[src/rtl/ex_stage.sv]
// ex_stage: RV32I execute stage with the EX/MEM pipeline register.
// Selects forwarded operands, runs the ALU, derives {Z,N,V,C}, resolves
// conditional branches and registers everything for the MEM stage.
// Optional feature macro: FORWARDING_EN. When it is defined, forwA/forwB
// drive the operand muxes. Otherwise the operands come straight from ID/EX.
module ex_stage #(
    parameter int XLEN = 32
) (
    input  logic            clk,
    input  logic            reset,
    input  logic            idex_valid,
    input  logic [6:0]      idex_op,
    input  logic [2:0]      idex_f3,
    input  logic [3:0]      idex_aluOp,
    input  logic [4:0]      idex_ctrl,
    input  logic [4:0]      idex_rd,
    input  logic [XLEN-1:0] idex_pc,
    input  logic [XLEN-1:0] idex_imm,
    input  logic [XLEN-1:0] idex_op1,
    input  logic [XLEN-1:0] idex_op2,
    input  logic [XLEN-1:0] idex_sdata,
    input  logic [1:0]      forwA,
    input  logic [1:0]      forwB,
    input  logic [XLEN-1:0] memwb_result,
    input  logic            stall,
    input  logic            flush,
    output logic            exmem_valid,
    output logic [XLEN-1:0] exmem_result,
    output logic [3:0]      exmem_flags,
    output logic [XLEN-1:0] exmem_sdata,
    output logic [4:0]      exmem_ctrl,
    output logic [4:0]      exmem_rd,
    output logic            exmem_br_taken,
    output logic [XLEN-1:0] exmem_br_target
);

    // RV32I major opcodes
    localparam logic [6:0] R_TYPE  = 7'b0110011;
    localparam logic [6:0] I_IMM   = 7'b0010011;
    localparam logic [6:0] I_LOAD  = 7'b0000011;
    localparam logic [6:0] S_TYPE  = 7'b0100011;
    localparam logic [6:0] B_TYPE  = 7'b1100011;
    localparam logic [6:0] U_LUI   = 7'b0110111;
    localparam logic [6:0] U_AUIPC = 7'b0010111;

    // ALU operation codes
    localparam logic [3:0] ALU_ADD  = 4'd0;
    localparam logic [3:0] ALU_SUB  = 4'd1;
    localparam logic [3:0] ALU_XOR  = 4'd2;
    localparam logic [3:0] ALU_OR   = 4'd3;
    localparam logic [3:0] ALU_AND  = 4'd4;
    localparam logic [3:0] ALU_SLL  = 4'd5;
    localparam logic [3:0] ALU_SRL  = 4'd6;
    localparam logic [3:0] ALU_SRA  = 4'd7;
    localparam logic [3:0] ALU_SLT  = 4'd8;
    localparam logic [3:0] ALU_SLTU = 4'd9;

    localparam logic [XLEN-1:0] ZERO_W = {XLEN{1'b0}};

    logic [XLEN-1:0] op_a_s;
    logic [XLEN-1:0] op_b_s;
    logic [XLEN-1:0] st_data_s;
    logic [XLEN-1:0] alu_res_s;
    logic            alu_c_s;
    logic            alu_v_s;
    logic [3:0]      flags_s;
    logic [XLEN-1:0] cmp_diff_s;
    logic            cmp_z_s;
    logic            cmp_n_s;
    logic            cmp_v_s;
    logic            cmp_c_s;
    logic            br_taken_s;
    logic [XLEN-1:0] br_target_s;

`ifdef FORWARDING_EN
    logic [XLEN-1:0] fwd_b_val_s;

    // Operand A source: ID/EX, own EX/MEM register, MEM/WB, or zero
    always_comb begin
        op_a_s = idex_op1;
        case (forwA)
            2'b00:   op_a_s = idex_op1;
            2'b01:   op_a_s = exmem_result;
            2'b10:   op_a_s = memwb_result;
            default: op_a_s = ZERO_W;
        endcase
    end

    // Operand B / store data replacement; which field is replaced depends on the opcode
    always_comb begin
        op_b_s      = idex_op2;
        st_data_s   = idex_sdata;
        fwd_b_val_s = (forwB == 2'b01) ? exmem_result : memwb_result;
        case (forwB)
            2'b00: begin
                op_b_s    = idex_op2;
                st_data_s = idex_sdata;
            end
            2'b01, 2'b10: begin
                case (idex_op)
                    R_TYPE, B_TYPE: op_b_s = fwd_b_val_s;
                    S_TYPE:         st_data_s = fwd_b_val_s;
                    I_IMM, I_LOAD: begin
                        op_b_s    = idex_op2;
                        st_data_s = idex_sdata;
                    end
                    default: begin
                        op_b_s    = ZERO_W;
                        st_data_s = ZERO_W;
                    end
                endcase
            end
            default: begin
                op_b_s    = ZERO_W;
                st_data_s = ZERO_W;
            end
        endcase
    end
`else
    // Forward selects are don't-care here; the hazard unit stalls every RAW hazard
    logic unused_fwd_s;
    assign unused_fwd_s = ^{forwA, forwB, memwb_result};

    // Operands straight from ID/EX
    always_comb begin
        op_a_s    = idex_op1;
        op_b_s    = idex_op2;
        st_data_s = idex_sdata;
    end
`endif

    // ALU result plus carry/overflow for ADD and SUB
    always_comb begin
        alu_res_s = ZERO_W;
        alu_c_s   = 1'b0;
        alu_v_s   = 1'b0;
        case (idex_aluOp)
            ALU_ADD: begin
                alu_res_s = op_a_s + op_b_s;
                alu_c_s   = (alu_res_s < op_a_s) || (alu_res_s < op_b_s);
                alu_v_s   = (op_a_s[XLEN-1] == op_b_s[XLEN-1]) &&
                            (alu_res_s[XLEN-1] != op_a_s[XLEN-1]);
            end
            ALU_SUB: begin
                alu_res_s = op_a_s - op_b_s;
                alu_c_s   = (op_a_s >= op_b_s);
                alu_v_s   = (op_a_s[XLEN-1] != op_b_s[XLEN-1]) &&
                            (alu_res_s[XLEN-1] != op_a_s[XLEN-1]);
            end
            ALU_XOR:  alu_res_s = op_a_s ^ op_b_s;
            ALU_OR:   alu_res_s = op_a_s | op_b_s;
            ALU_AND:  alu_res_s = op_a_s & op_b_s;
            ALU_SLL:  alu_res_s = op_a_s << op_b_s[4:0];
            ALU_SRL:  alu_res_s = op_a_s >> op_b_s[4:0];
            ALU_SRA:  alu_res_s = $unsigned($signed(op_a_s) >>> op_b_s[4:0]);
            ALU_SLT:  alu_res_s = {{(XLEN-1){1'b0}}, ($signed(op_a_s) < $signed(op_b_s))};
            ALU_SLTU: alu_res_s = {{(XLEN-1){1'b0}}, (op_a_s < op_b_s)};
            default:  alu_res_s = ZERO_W;
        endcase
        flags_s = {(alu_res_s == ZERO_W), alu_res_s[XLEN-1], alu_v_s, alu_c_s};
    end

    // Branch compare always uses subtract flags, independent of the selected aluOp
    always_comb begin
        cmp_diff_s = op_a_s - op_b_s;
        cmp_z_s    = (cmp_diff_s == ZERO_W);
        cmp_n_s    = cmp_diff_s[XLEN-1];
        cmp_v_s    = (op_a_s[XLEN-1] != op_b_s[XLEN-1]) &&
                     (cmp_diff_s[XLEN-1] != op_a_s[XLEN-1]);
        cmp_c_s    = (op_a_s >= op_b_s);
        br_target_s = idex_pc + idex_imm;
        br_taken_s = 1'b0;
        if (idex_ctrl[0] && (idex_op == B_TYPE)) begin
            case (idex_f3)
                3'b000:  br_taken_s = cmp_z_s;
                3'b001:  br_taken_s = !cmp_z_s;
                3'b100:  br_taken_s = cmp_n_s ^ cmp_v_s;
                3'b101:  br_taken_s = !(cmp_n_s ^ cmp_v_s);
                3'b110:  br_taken_s = !cmp_c_s;
                3'b111:  br_taken_s = cmp_c_s;
                default: br_taken_s = 1'b0;
            endcase
        end else begin
            br_taken_s = 1'b0;
        end
    end

    // EX/MEM register: reset > flush (bubble) > stall (hold) > load
    always_ff @(posedge clk or posedge reset) begin
        if (reset) begin
            exmem_valid     <= 1'b0;
            exmem_result    <= ZERO_W;
            exmem_flags     <= 4'b0000;
            exmem_sdata     <= ZERO_W;
            exmem_ctrl      <= 5'b00000;
            exmem_rd        <= 5'b00000;
            exmem_br_taken  <= 1'b0;
            exmem_br_target <= ZERO_W;
        end else if (flush) begin
            exmem_valid     <= 1'b0;
            exmem_result    <= ZERO_W;
            exmem_flags     <= 4'b0000;
            exmem_sdata     <= ZERO_W;
            exmem_ctrl      <= 5'b00000;
            exmem_rd        <= 5'b00000;
            exmem_br_taken  <= 1'b0;
            exmem_br_target <= ZERO_W;
        end else if (!stall) begin
            exmem_valid     <= idex_valid;
            exmem_result    <= alu_res_s;
            exmem_flags     <= flags_s;
            exmem_sdata     <= st_data_s;
            exmem_ctrl      <= idex_valid ? idex_ctrl : 5'b00000;
            exmem_rd        <= idex_rd;
            exmem_br_taken  <= idex_valid & br_taken_s;
            exmem_br_target <= br_target_s;
        end
    end

endmodule

[config.mk]
export PLATFORM = sky130hd
export DESIGN_NAME = ex_stage
export DESIGN_NICKNAME = d
export VERILOG_FILES = /design/src/rtl/ex_stage.sv
export SDC_FILE = /design/constraint.sdc
export NUM_CORES = 1
export LEC_CHECK = 0
export ABC_AREA = 1
export CORE_MARGIN = 2
export CORE_UTILIZATION = 45
export CTS_BUF_LIST = sky130_fd_sc_hd__clkbuf_8
export CTS_CLUSTER_DIAMETER = 50
export DETAILED_ROUTE_END_ITERATION = 6
export GPL_ROUTABILITY_DRIVEN = 0
export GPL_TIMING_DRIVEN = 0
export PLACE_DENSITY = 0.74
export SETUP_SLACK_MARGIN = 0.2
export SLEW_MARGIN = 15
export SYNTH_ARGS = -nofsm -noshare
export SYNTH_HDL_FRONTEND = slang
export SYNTH_SLANG_ARGS = --single-unit
[constraint.sdc]
create_clock -name clk -period 5.1 [get_ports clk]
set_input_delay 1.275 -clock clk [delete_from_list [all_inputs] [get_ports clk]]
set_output_delay 1.275 -clock clk [all_outputs]
set_load 0.05 [all_outputs]
==> impl_metrics.csv <==
group,metric,value,unit
outcome,status,"complete, but fails checks",
outcome,violations,"DRC",
global_routing,grt_pass1_wl,118,mm
routing,dr_total_vias,22700,
synth,synth.area.top_cells,"nand2_1 18%, dfrtp_1 16%, ha_1 14%, nand3_1 14%, inv_1 6.3%",
final_layout,fill_cells,3722,
setup_path,cpMostUsedCell,"nand2_1",
setup_path,critPathKind,"primary input to flip-flop",
setup_path,critPathSlowestCell,"dlygate4sd2_1",
synth,yosysTopAreaCell,"nand2_1",
global_routing,grt_pass1_vias,21000,
timing,period_needed,4.87,ns
setup_path,cp-end-kind,"flip-flop",
place,dp_hpwl,65.0,mm
setup_path,cp_data_required_time,5.39,ns
floorplanning,core,0.0376,sq mm
pwr,power_density,187,mW/mm^2
floorplanning,initial_utilization,45.6,%
synth,syn_inst,2842,
synth,synth_nets,3261,
synth,yosysWarningCount,0,
setup_path,startpoint_type,"primary input",
routing,totalWireLength,79.6,mm
timing,worstMarginPinSlew,1.01,ns
floorplanning,die_w,199,um
timing,slew_headroom,32.1,%
final_layout,drive_gt1_share,6.93,%
final_layout,diodes,0,
global_routing,antenna_found_initial,0,
clock_network,root_buffer,"clkbuf_8",
pwr,ir_worst_vdd,0.000164,V
global_routing,grt_max_degree,63,
synth,syn_area,0.0171,sq mm
worst_hold_path,min_from,"exmem_br_target[27]",
timing,final-max-slew-violation-count,0,
global_routing,grt_usage,38.7,%
clock_network,clk_latency,0.38,ns
pwr,finalPower,4.01,mW
routing,drt_iter0_markers,4008,
clock_network,clockBufferDepth,2,
synth,synthDistinctLibCells,50,
timing,rsz0062_at_grt,"true",
clock_network,cts_sinks,111,
final_layout,layout.nets,3576,
final_layout,post-route-util,56.9,%
routing,drc,121,
synth,yosys.area.top_type_share,17.8,%
synth,async_reset_ff_share,100,%
synth,synth_flop_cell,"dfrtp_1",
floorplanning,io_pins,337,
timing,fin_crit_sh,95.5,%
synth,synth_enable_flop_cells,0,
clock_network,cts_tree,"yes",
clock_network,cts_buffers,9,
final_layout,area_growth,24.7,%
synth,synthTopCellsByCount,"812 x nand2_1, 463 x nand3_1, 290 x inv_1, 214 x nor2_1, 190 x ha_1",
setup_path,cp_max_fo,10,
place,portBuffers,300,
routing,first_pass_iters,7,
synth,ys_ff_latch,111,
timing,setup_tns,0,ns
floorplanning,rows,71,
worst_hold_path,hp-class,"flip-flop to flip-flop",
clock_network,clkTransAtPathRegs,0.12,ns
pwr,power.leakage,11.0,nW
floorplanning,dieArea,0.0397,sq mm
setup_path,startpoint,"idex_op1[14]",
timing,clock_skew,0,ns
clock_network,cts_htree_levels,3,
setup_path,worstReg2RegStart,"exmem_sdata[18]",
setup_path,cp_slowest_stage_delay,0.60,ns
floorplanning,die_h,199,um
timing,clock.fmax,0.205,GHz
routing,viasPerCell,6.18,
routing,wl_per_cell,21.7,um
global_routing,overflow,0,
synth,ys_seq_area_share,16.2,%
routing,ant_nets,0,
setup_path,worstPathArrival,5.16,ns
run,maxCapViolCount,0,
synth,synth.most_common_cell,"nand2_1",
timing,setup_viol,0,
synth,synth.avg_cell_area,6.03,sq um
timing,final-hold-violation-count,0,
[metrics by stage]
| stage | instances | setup slack, ns | hold WS (ns) | area (sq um) |
|---|---|---|---|---|
| floorplan | 2842 | 0.411 | 0.760 | 17100 |
| global placement | 3653 | -1.39 | 0.464 | 20800 |
| detailed placement | 3654 | -1.38 | 0.467 | 20800 |
| CTS | 3672 | 0.201 | 0.495 | 21200 |
| global route | 3673 | 0.179 | 0.516 | 21400 |
| finish | 3673 | 0.231 | 0.488 | 21400 |
[sequential cells by signal, summed over array words and instances (netlist names)]
signal / cells
exmem_ctrl: 5
exmem_flags: 4
exmem_rd: 5
exmem_br_taken: 1
exmem_valid: 1
exmem_br_target: 32
exmem_result: 31
exmem_sdata: 32
[routing by layer]
| metal | part of all wire [%] | GRT usage [%] | up-vias |
|---|---|---|---|
| met5 | 0.034 | 0 | - |
| met4 | 7.8 | 23.4 | 2 |
| met3 | 15 | 12.0 | 506 |
| met2 | 41 | 58.0 | 1849 |
| met1 | 36 | 48.4 | 10200 |
| li1 | - | - | 10200 |
[critical path, delay by kind of cell]
kind                     cells  cell delay, ns
buffers and inverters        3            0.96
AND/OR/NAND/NOR             20            2.33
adder cells (fa/ha/maj)      2            0.61
[placed cells by master, fill, tap and decap left out, drive strengths merged, types with 5 or more instances in the layout]
master / count
nand2: 840
nand3: 465
inv: 301
clkdlybuf4s50: 266
nor2: 223
ha: 190
a21oi: 174
dfrtp: 111
o21ai: 97
buf: 89
a22o: 62
clkbuf: 55
nand4: 44
and2: 27
nor3: 26
dlymetal6s2s: 21
o22ai: 19
xor2: 18
o31ai: 14
a31oi: 12
o21a: 11
o21bai: 10
o221ai: 10
nor4: 9
a21boi: 9
o211ai: 8
or2: 6
xnor2: 6
a211oi: 6
a21o: 5
dlygate4sd2: 5
[area by class of cell]
class | count | area [sq um] | area share, %
Multi-Input combinational cell | 2308 | 12800 | 59.7
Timing Repair Buffer | 304 | 3060 | 14.3
Sequential cell | 111 | 2780 | 13.0
Inverter | 300 | 1140 | 5.35
Buffer | 123 | 764 | 3.58
Tap cell | 511 | 639 | 2.99
Clock buffer | 9 | 124 | 0.579
Clock inverter | 7 | 101 | 0.474
[power by group]
| part | internal (mW) | switching [mW] | total (mW) |
|---|---|---|---|
| Combinational | 0.816 | 1.63 | 2.45 |
| Sequential | 0.937 | 0.0349 | 0.972 |
| Clock | 0.243 | 0.345 | 0.588 |
[what timing repair did]
action | in CTS | in global routing
endpoints found under the hold margin | 0 | 0
pin swaps | 4 | 5
resized for setup | 51 | 87
hold buffers | 0 | 0
setup endpoints to repair | 12 | 3
buffers inserted | 2 | 1
[cell families (layout without fill, tap and decap cells)]
kind of cell             count (synthesis)  in the layout  synth area share [%]
flip-flops                             111            111                  16.2
AND/OR/NAND/NOR                       1642           1642                  41.5
adder cells (fa/ha/maj)                194            194                  14.3
XOR/XNOR                                24             24                  1.23
AO/OA/AOI/OAI                          448            448                  16.3
buffers and inverters                  423            743                  10.4
[worst paths after layout]
path | end | slack [ns] | cells past startpoint
min in group asynchronous | exmem_sdata[22] | 1.30 | 2
hold reg to reg | exmem_br_target[27] | 0.49 | 2
hold / removal | exmem_br_target[27] | 0.49 | 2
setup / recovery | exmem_flags[0] | 0.23 | 25
max in group asynchronous | exmem_result[17] | 3.12 | 3
setup reg to reg | exmem_sdata[18] | 4.36 | 1
No activity file was read; power rests on OpenSTA's default activity.
